===== config.mk =====
export PLATFORM = sky130hd
export DESIGN_NAME = alu_issue
export DESIGN_NICKNAME = d
export VERILOG_FILES = /design/src/rtl/alu_issue.sv
export SDC_FILE = /design/constraint.sdc
export NUM_CORES = 1
export LEC_CHECK = 0
export BUFFER_PORTS_ARGS = -buffer_cell sky130_fd_sc_hd__buf_2
export CAP_MARGIN = 40
export CORE_UTILIZATION = 50
export DETAILED_ROUTE_END_ITERATION = 10
export PLACE_DENSITY = 0.65
export SKIP_LAST_GASP = 1
export SYNTH_ARGS = -nofsm -noshare
export SYNTH_HDL_FRONTEND = slang
export SYNTH_SLANG_ARGS = --single-unit

===== constraint.sdc =====
create_clock -name clk -period 5.25 [get_ports clk]
set_input_delay 0.2625 -clock clk [delete_from_list [all_inputs] [get_ports clk]]
set_output_delay 0.2625 -clock clk [all_outputs]
set_load 0.05 [all_outputs]

===== src/rtl/alu_issue.sv =====
// Issue/writeback sequencer for the combinational alu: IDLE -> READ -> EXEC -> WB.
// Optional retired-instruction counter enabled by defining ALU_ISSUE_PERF_EN.
`ifndef DATA_WIDTH
`define DATA_WIDTH 32
`endif
`ifndef OP_ADD
`define OP_ADD  4'h0
`define OP_SUB  4'h1
`define OP_MUL  4'h2
`define OP_CMP  4'h3
`define OP_ADDI 4'h4
`endif

module alu_issue #(
  parameter int NUM_REGS  = 16,
  parameter int IMM_WIDTH = 8
) (
  input  logic                   clk,
  input  logic                   rst_n,
  input  logic                   instr_valid,
  output logic                   instr_ready,
  input  logic [3:0]             instr_opcode,
  input  logic [3:0]             instr_rd,
  input  logic [3:0]             instr_rs,
  input  logic [3:0]             instr_rt,
  input  logic [IMM_WIDTH-1:0]   instr_imm,
  output logic [3:0]             alu_opcode,
  output logic [`DATA_WIDTH-1:0] alu_operand_a,
  output logic [`DATA_WIDTH-1:0] alu_operand_b,
  input  logic [`DATA_WIDTH-1:0] alu_result,
  input  logic                   alu_cmp_flag,
  output logic                   done,
  output logic                   illegal,
  output logic                   cmp_reg,
`ifdef ALU_ISSUE_PERF_EN
  output logic [15:0]            retired_count,
`endif
  input  logic [3:0]             dbg_addr,
  output logic [`DATA_WIDTH-1:0] dbg_data
);

  localparam int DW = `DATA_WIDTH;

  typedef enum logic [1:0] {S_IDLE, S_READ, S_EXEC, S_WB} state_t;

  state_t               state_reg, state_next;
  logic [3:0]           op_reg, rd_reg, rs_reg, rt_reg;
  logic [IMM_WIDTH-1:0] imm_reg;
  logic [DW-1:0]        result_reg;
  logic                 flag_reg;
  logic [DW-1:0]        regs [NUM_REGS];
  logic [NUM_REGS-1:0]  wr_en;
  logic                 op_writes_rf;
  logic                 op_is_cmp;
  logic                 wb_write;

  // ---------------- FSM: state register ----------------
  always_ff @(posedge clk or negedge rst_n) begin
    if (!rst_n) begin
      state_reg <= S_IDLE;
    end else begin
      state_reg <= state_next;
    end
  end

  // ---------------- FSM: next-state logic ----------------
  always_comb begin
    state_next = state_reg;
    case (state_reg)
      S_IDLE:  if (instr_valid) state_next = S_READ;
      S_READ:  state_next = S_EXEC;
      S_EXEC:  state_next = S_WB;
      S_WB:    state_next = S_IDLE;
      default: state_next = S_IDLE;
    endcase
  end

  // ---------------- FSM: outputs ----------------
  always_comb begin
    op_writes_rf = (op_reg == `OP_ADD) || (op_reg == `OP_SUB) ||
                   (op_reg == `OP_MUL) || (op_reg == `OP_ADDI);
    op_is_cmp    = (op_reg == `OP_CMP);
    instr_ready  = (state_reg == S_IDLE);
    done         = (state_reg == S_WB);
    illegal      = (state_reg == S_WB) && !op_writes_rf && !op_is_cmp;
    wb_write     = (state_reg == S_WB) && op_writes_rf;
  end

  // Instruction latch, taken on the accepting handshake only.
  always_ff @(posedge clk or negedge rst_n) begin
    if (!rst_n) begin
      op_reg  <= '0;
      rd_reg  <= '0;
      rs_reg  <= '0;
      rt_reg  <= '0;
      imm_reg <= '0;
    end else if (instr_valid && instr_ready) begin
      op_reg  <= instr_opcode;
      rd_reg  <= instr_rd;
      rs_reg  <= instr_rs;
      rt_reg  <= instr_rt;
      imm_reg <= instr_imm;
    end
  end

  // ALU drive: updated only in READ, held otherwise.
  always_ff @(posedge clk or negedge rst_n) begin
    if (!rst_n) begin
      alu_opcode    <= '0;
      alu_operand_a <= '0;
      alu_operand_b <= '0;
    end else if (state_reg == S_READ) begin
      alu_opcode    <= op_reg;
      alu_operand_a <= regs[rs_reg];
      if (op_reg == `OP_ADDI) begin
        alu_operand_b <= {{(DW-IMM_WIDTH){1'b0}}, imm_reg};
      end else begin
        alu_operand_b <= regs[rt_reg];
      end
    end
  end

  // Result capture at the end of EXEC, once the ALU has settled.
  always_ff @(posedge clk or negedge rst_n) begin
    if (!rst_n) begin
      result_reg <= '0;
      flag_reg   <= 1'b0;
    end else if (state_reg == S_EXEC) begin
      result_reg <= alu_result;
      flag_reg   <= alu_cmp_flag;
    end
  end

  always_ff @(posedge clk or negedge rst_n) begin
    if (!rst_n) begin
      cmp_reg <= 1'b0;
    end else if ((state_reg == S_WB) && op_is_cmp) begin
      cmp_reg <= flag_reg;
    end
  end

  // Per-register write decode; entry 0 never gets an enable, so r0 stays zero.
  generate
    for (genvar gi = 0; gi < NUM_REGS; gi++) begin : g_wr_en
      if (gi == 0) begin : g_r0
        assign wr_en[gi] = 1'b0;
      end else begin : g_rn
        assign wr_en[gi] = wb_write && (rd_reg == 4'(gi));
      end
    end
  endgenerate

  always_ff @(posedge clk or negedge rst_n) begin
    if (!rst_n) begin
      for (int i = 0; i < NUM_REGS; i++) begin
        regs[i] <= '0;
      end
    end else begin
      for (int i = 0; i < NUM_REGS; i++) begin
        if (wr_en[i]) begin
          regs[i] <= result_reg;
        end
      end
    end
  end

  assign dbg_data = (dbg_addr == 4'd0) ? '0 : regs[dbg_addr];

`ifdef ALU_ISSUE_PERF_EN
  // Counts every retire, illegal ones included; wraps naturally.
  always_ff @(posedge clk or negedge rst_n) begin
    if (!rst_n) begin
      retired_count <= '0;
    end else if (done) begin
      retired_count <= retired_count + 16'd1;
    end
  end
`endif

endmodule

==> results.md, run 1 <==
* HPWL after DPL at 61880 um
* Critical path type: flip-flop to flip-flop
* Final hold vios at 0
* Register area share after synthesis at 45.11%
* H-tree depth at 3
* Fin area at 0.03848 sq mm
* Crit path launch: op_reg[1]
* Slowest CP cell: nor2_4
* Routed WL at 102800 um
* Vias in the first global route at 23470
* Status: finished clean
* RSZ-0062 raised after global routing: false
* CP required at 5.74 ns
* Die Span Y at 261.7 um
* Leakage at 0.01708 uW
* Period utilization at 63.13%
* Yosys cell types at 45
* PortBufs at 167
* Mapped Area at 0.03373 sq mm
* R2R Path Start: op_reg[1]
* Via density at 6.869
* Commonest non-fill, non-tap cell in the layout: dfrtp_1
* Synth top area share at 45.11%
* Area growth syn-to-layout at 14.09%
* Ys async rst share at 100.0%
* Tmin final at 3.314 ns
* Post-Place Cells at 3095
* Setup ws final at 1.936 ns
* Largest cells by area after synthesis: dfrtp_1, mux4_2, mux2_2
* Placed Instance Area at 0.03559 sq mm
* Total CTS buffers at 70
* WP buf/inv at 1
* Chip width at 261.7 um
* Worst slew margin at 33.73%
* DR iter-0 viols at 2036
* Layout fillers at 5169
* Post-Synthesis Cells at 2229
* Drt pass-1 iters at 6
* RePlAce Congestion at 0.8302
* Delay-heaviest family, CP: simple AND/OR/NAND/NOR gates
* Via count at 22540
* Reg clk slew, reported paths at 0.06 ns
* Setup-failing EPs final at 0
* Placeable Area at 0.06622 sq mm
* RR Endpoint: regs[16]
* Largest area contributor in the netlist: dfrtp_1
* Yosys reg bits at 608
* Syn Area/Cell at 15.13 sq um
* Pin count of the biggest net entering global routing at 134
* Initial antenna violation count at 1
* Yosys warnings at 0
* N_diodes at 0
* Crit path to: regs[16]
* Starting utilization of the core area at 50.94%
* Die area at 0.06850 sq mm
* Finished Layout Cells at 3281
* Worst-margin pin slew at 0.9940 ns
* Setup Slack @ Placement at 1.876 ns
* First-pass GRT wire length at 155200 um
* Hold-fix buffers, CTS at 59
* Worst Path Arrival at 3.80 ns
* Std cell rows at 94
* Worst min-delay path class: primary input to async pin
* Total track usage at 30.75%
* Post-synth top flop: dfrtp_1
* CTS tree: built
* Setup bufs post-CTS at 0
* Post-synth net total at 2297
* Residual DRC at 0
* I/O Pins at 168
* Setup TNS at 0 ns
* Root buffer cell: clkbuf_16
* Slew Limit Fails at 0
* Clk Latency, worst-skew pair at 0.63 ns
* Post-synth EDFFs at 0
* Maximum VDD drop at 0.4518 mV
* Max cap viols at 0
* CTS resizes at 0
* Bufs on Longest Clock Path at 3
* R2r setup slk at 1.94 ns
* Global route overflow at 0
* Routed Antenna Nets at 0
* Final worst clock skew at 0.03219 ns
* Layout cells sized above 1 at 52.79%
* Largest register FFs at 480
* Clk sinks at 608
* Maximum clock rate at 301.7 MHz
* Nets@finish at 2431
* Power per cell area at 582.4 mW/mm^2
* Commonest cells after routing, fill and taps aside: dfrtp_1, mux2_2, mux4_2
* Largest Register: regs
* Routed wire per std cell at 31.35 um
* Crit path launch type: flip-flop
* Max FO, Critical Path at 18
* R2R cell count at 5
* Hold Slack at 0.2944 ns
* Worst-path cell chain: maj3_2, or3b_1, nor2_4, buf_4, mux2_2
* Setup crit end kind: flip-flop
* CP Depth at 5
* Crit-path max cell delay at 0.77 ns
## final cells by class
class	count	area (sq um)	area share, %
Multi-Input combinational cell	1360	17520	45.53
Timing Repair Buffer	295	2271	5.902
Clock inverter	18	122.6	0.3187
Tap cell	864	1081	2.809
Inverter	28	105.1	0.2731
Sequential cell	608	15230	39.59
Clock buffer	108	2148	5.583
## metrics by stage
| stage | utilization (%) | total power [uW] |
|---|---|---|
| finish | 58.11 | 22410 |
| global route | 58.11 | 23360 |
| CTS | 58.07 | 22420 |
| detailed placement | 53.75 | 17510 |
| global placement | 53.35 | 17150 |
| floorplan | - | 14380 |
## worst min-delay path by stage
stage / from / to / cells after the start
floorplan: rst_n / alu_opcode[0] / 0
global placement: rst_n / imm_reg[2] / 1
detailed placement: rst_n / imm_reg[2] / 1
CTS: rst_n / imm_reg[2] / 2
global route: rst_n / imm_reg[2] / 2
finish: rst_n / imm_reg[2] / 2
## worst register-to-register path, delay by kind of cell, from the launching register on
kind	cells	cell delay (ns)
mux	1	0.39
flops	1	0.44
simple gates	2	1.50
buf+inv	1	0.52
fa+ha+maj	1	0.34
## power by group
part	total [uW]	switching, uW	internal (uW)
sequential	8220	2040	6180
clock	4840	2010	2820
combinational	9350	5050	4300
## synth_stat cells, drive strengths merged (5+ instances only)
| cell | number |
|---|---|
| mux2i | 68 |
| a22oi | 34 |
| a32oi | 8 |
| dfrtp | 608 |
| a22o | 32 |
| nor3 | 7 |
| clkbuf | 89 |
| a21oi | 37 |
| mux2 | 642 |
| a221o | 60 |
| buf | 144 |
| nand2 | 5 |
| a221oi | 12 |
| o22ai | 12 |
| nor2b | 7 |
| o21ai | 23 |
| inv | 28 |
| nand2b | 14 |
| o221ai | 50 |
| nor2 | 15 |
| mux4 | 300 |
## cell families after synthesis
family | count (synthesis) | synth area share, %
DFF | 608 | 45.11
muxes | 1010 | 43.48
and+or+nand+nor | 64 | 1.284
AOI/OAI and AO/OA | 281 | 6.618
buffers and inverters | 261 | 3.324
adders and majority gates | 5 | 0.1818
## routing by layer
layer / vias to the layer above / share of wire (%) / GRT usage (%)
met1: 12160 / 40 / 41.76
met2: 998 / 48 / 48.97
li1: 9159 / - / -
met4: 2 / 3.5 / 10.80
met5: - / 0.020 / 0
met3: 214 / 7.9 / 6.761
(Power assumes the default switching activity.)
==> inputs of run 2 (changes only) <==
--- a/config.mk
+++ b/config.mk
@@ -9,7 +9,7 @@
 export CAP_MARGIN = 40
 export CORE_UTILIZATION = 50
 export DETAILED_ROUTE_END_ITERATION = 10
-export PLACE_DENSITY = 0.65
+export PLACE_DENSITY = 0.68
 export SKIP_LAST_GASP = 1
 export SYNTH_ARGS = -nofsm -noshare
 export SYNTH_HDL_FRONTEND = slang
==> constraint.sdc (replaced) <==
create_clock -name clk -period 2.75 [get_ports clk]
set_input_delay 0.1375 -clock clk [delete_from_list [all_inputs] [get_ports clk]]
set_output_delay 0.1375 -clock clk [all_outputs]
set_load 0.05 [all_outputs]
==> run 2 against run 1 <==
  * Clock power up 93%
  * Clock-buffer cell count decreased by 4
  * Clock skew shrank 0.0084 ns
  * Sequential power grew 90%
  * Core utilization increased by 0.81 points
  * Hold slack lost 0.26 ns
  * Final cell count grew 1.0%
  * Combinational power up 96%
  * Register-to-register slack got worse by 1.7 ns
  * Power rose by 93%
  * Largest cell class unchanged
==> results.md, run 2 (synthesis gave the netlist of run 1 again) <==
* Comb power frac at 42.3%
* Clock share of power at 21.6%
* First-pass GRT wire length at 154400 um
* N_diodes at 0
* Std cell rows at 94
* Crit path launch type: flip-flop
* Initial antenna violation count at 2
* Via density at 6.900
* Commonest non-fill, non-tap cell in the layout: dfrtp_1
* Clk sinks at 608
* Setup-failing EPs final at 0
* CTS tree: built
* Chip width at 261.7 um
* Routed wire per std cell at 30.62 um
* Root buffer cell: clkbuf_16
* Maximum clock rate at 394.1 MHz
* Switching Fraction at 40.21%
* Tmin final at 2.538 ns
* Met3 WL at 7743 um
* Pint at 25820 uW
* Max cap viols at 0
* Slew Limit Fails at 0
* Residual DRC at 0
* Clk Latency, worst-skew pair at 0.62 ns
* Routed Antenna Nets at 0
* Power per cell area at 1107 mW/mm^2
* Global route overflow at 0
* CP required at 3.23 ns
* Via count at 22870
* HPWL after DPL at 61890 um
* Die Span Y at 261.7 um
* Layout cells sized above 1 at 53.41%
* Largest register FFs at 480
* Bufs on Longest Clock Path at 3
* Total track usage at 30.40%
* Met1 WL at 41010 um
* H-tree depth at 3
* CTS resizes at 0
* Critical path type: flip-flop to flip-flop
* Largest Register: regs
* Setup bufs post-CTS at 0
* Reg clk slew, reported paths at 0.06 ns
* Nets@finish at 2468
* Highest Signal Layer: met4
* Leakage at 0.01733 uW
* I/O Pins at 168
* Maximum VDD drop at 0.7212 mV
* Vias in the first global route at 23830
* Worst min-delay path class: primary input to async pin
* Max FO, Critical Path at 32
* Sequential power share at 36.1%
* DR iter-0 viols at 2124
* RePlAce Congestion at 0.8332
* Worst-margin pin slew at 0.8388 ns
* Total CTS buffers at 69
* Starting utilization of the core area at 50.94%
* Setup crit end kind: flip-flop
* Final worst clock skew at 0.02383 ns
* Pin count of the biggest net entering global routing at 95
* Placeable Area at 0.06622 sq mm
* Status: finished clean
* Period utilization at 92.28%
* Routed WL at 101500 um
* Commonest cells after routing, fill and taps aside: dfrtp_1, mux2_2, mux4_2
* WL met2 at 49270 um
* RSZ-0062 raised after global routing: false
* Die area at 0.06850 sq mm
* PortBufs at 167
* Area growth syn-to-layout at 15.68%
* Worst Path Arrival at 3.02 ns
* Psw at 17360 uW
* Overall power at 43180 uW
* Setup TNS at 0 ns
* Worst slew margin at 43.96%
* Drt pass-1 iters at 5
* Final hold vios at 0
-- run 2: cell types whose count changed in the layout (fill, tap and decap cells not counted), sizes merged --
cell      delta
buf         +38
bufinv       +3
clkbuf       -4
clkinv       -4
clkinvlp     -1
inv          +2
-- run 2: path summary, 6_finish.rpt --
path | startpoint | end | slack (ns) | depth (start not counted)
worst max-delay path | op_reg[1] | regs[230] | 0.21 | 5
worst min-delay path | rst_n | flag_reg | 0.04 | 2
worst max register to register | op_reg[1] | regs[230] | 0.21 | 5
worst min register to register | imm_reg[4] | imm_reg[4] | 0.51 | 1
max in group asynchronous | rst_n | regs[23] | 1.67 | 4
min in group clk | alu_result[21] | result_reg[21] | 0.28 | 3
-- run 2: what timing repair did --
action / in CTS / in global routing
hold buffers: 59 / 0
endpoints found under the setup margin: 0 / 0
endpoints found under the hold margin: 511 / 0
-- run 2: critical path, cell delays in order (launching register included) --
cell and delay, ns:
dfrtp_1 0.45, maj3_2 0.34, or3_1 0.61, nor3_4 0.30
buf_12 0.31, mux2_2 0.38
-- run 2: metrics by stage --
step	utilization, %	setup slack, ns	hold slack, ns	std cells	cell area [sq um]
after detailed placement	54.60	0.2256	0.07740	3134	36160
after global routing	58.92	0.07870	0.05885	3315	39020
final	58.92	0.2123	0.03640	3315	39020
after CTS	58.92	0.2064	0.03595	3315	39020
after floorplan	-	0.2622	-0.1581	2229	33730
after global placement	54.56	0.2577	0.07687	3133	36130
-- run 2: layout make-up --
type,instances,area [sq um]
Timing Repair Buffer,333,2813
Fill cell,5067,27200
Multi-Input combinational cell,1360,17520
Inverter,28,105.1
Clock inverter,18,187.7
Clock buffer,104,2082
Sequential cell,608,15230
Tap cell,864,1081
-- run 2: metal layers --
layer	global-route usage [%]	up-vias
met5	0	-
met4	11.39	0
met3	6.019	218
met2	48.07	1108
met1	41.81	12320
li1	-	9229
-- run 2: power by group through the flow --
stage | combinational, uW | clock (uW) | sequential, uW
global route | 19200 | 9850 | 16000
detailed placement | 18100 | 0 | 15600
floorplan | 12200 | 0 | 15200
finish | 18300 | 9340 | 15600
CTS | 18300 | 9470 | 15400
global placement | 17800 | 0 | 15200
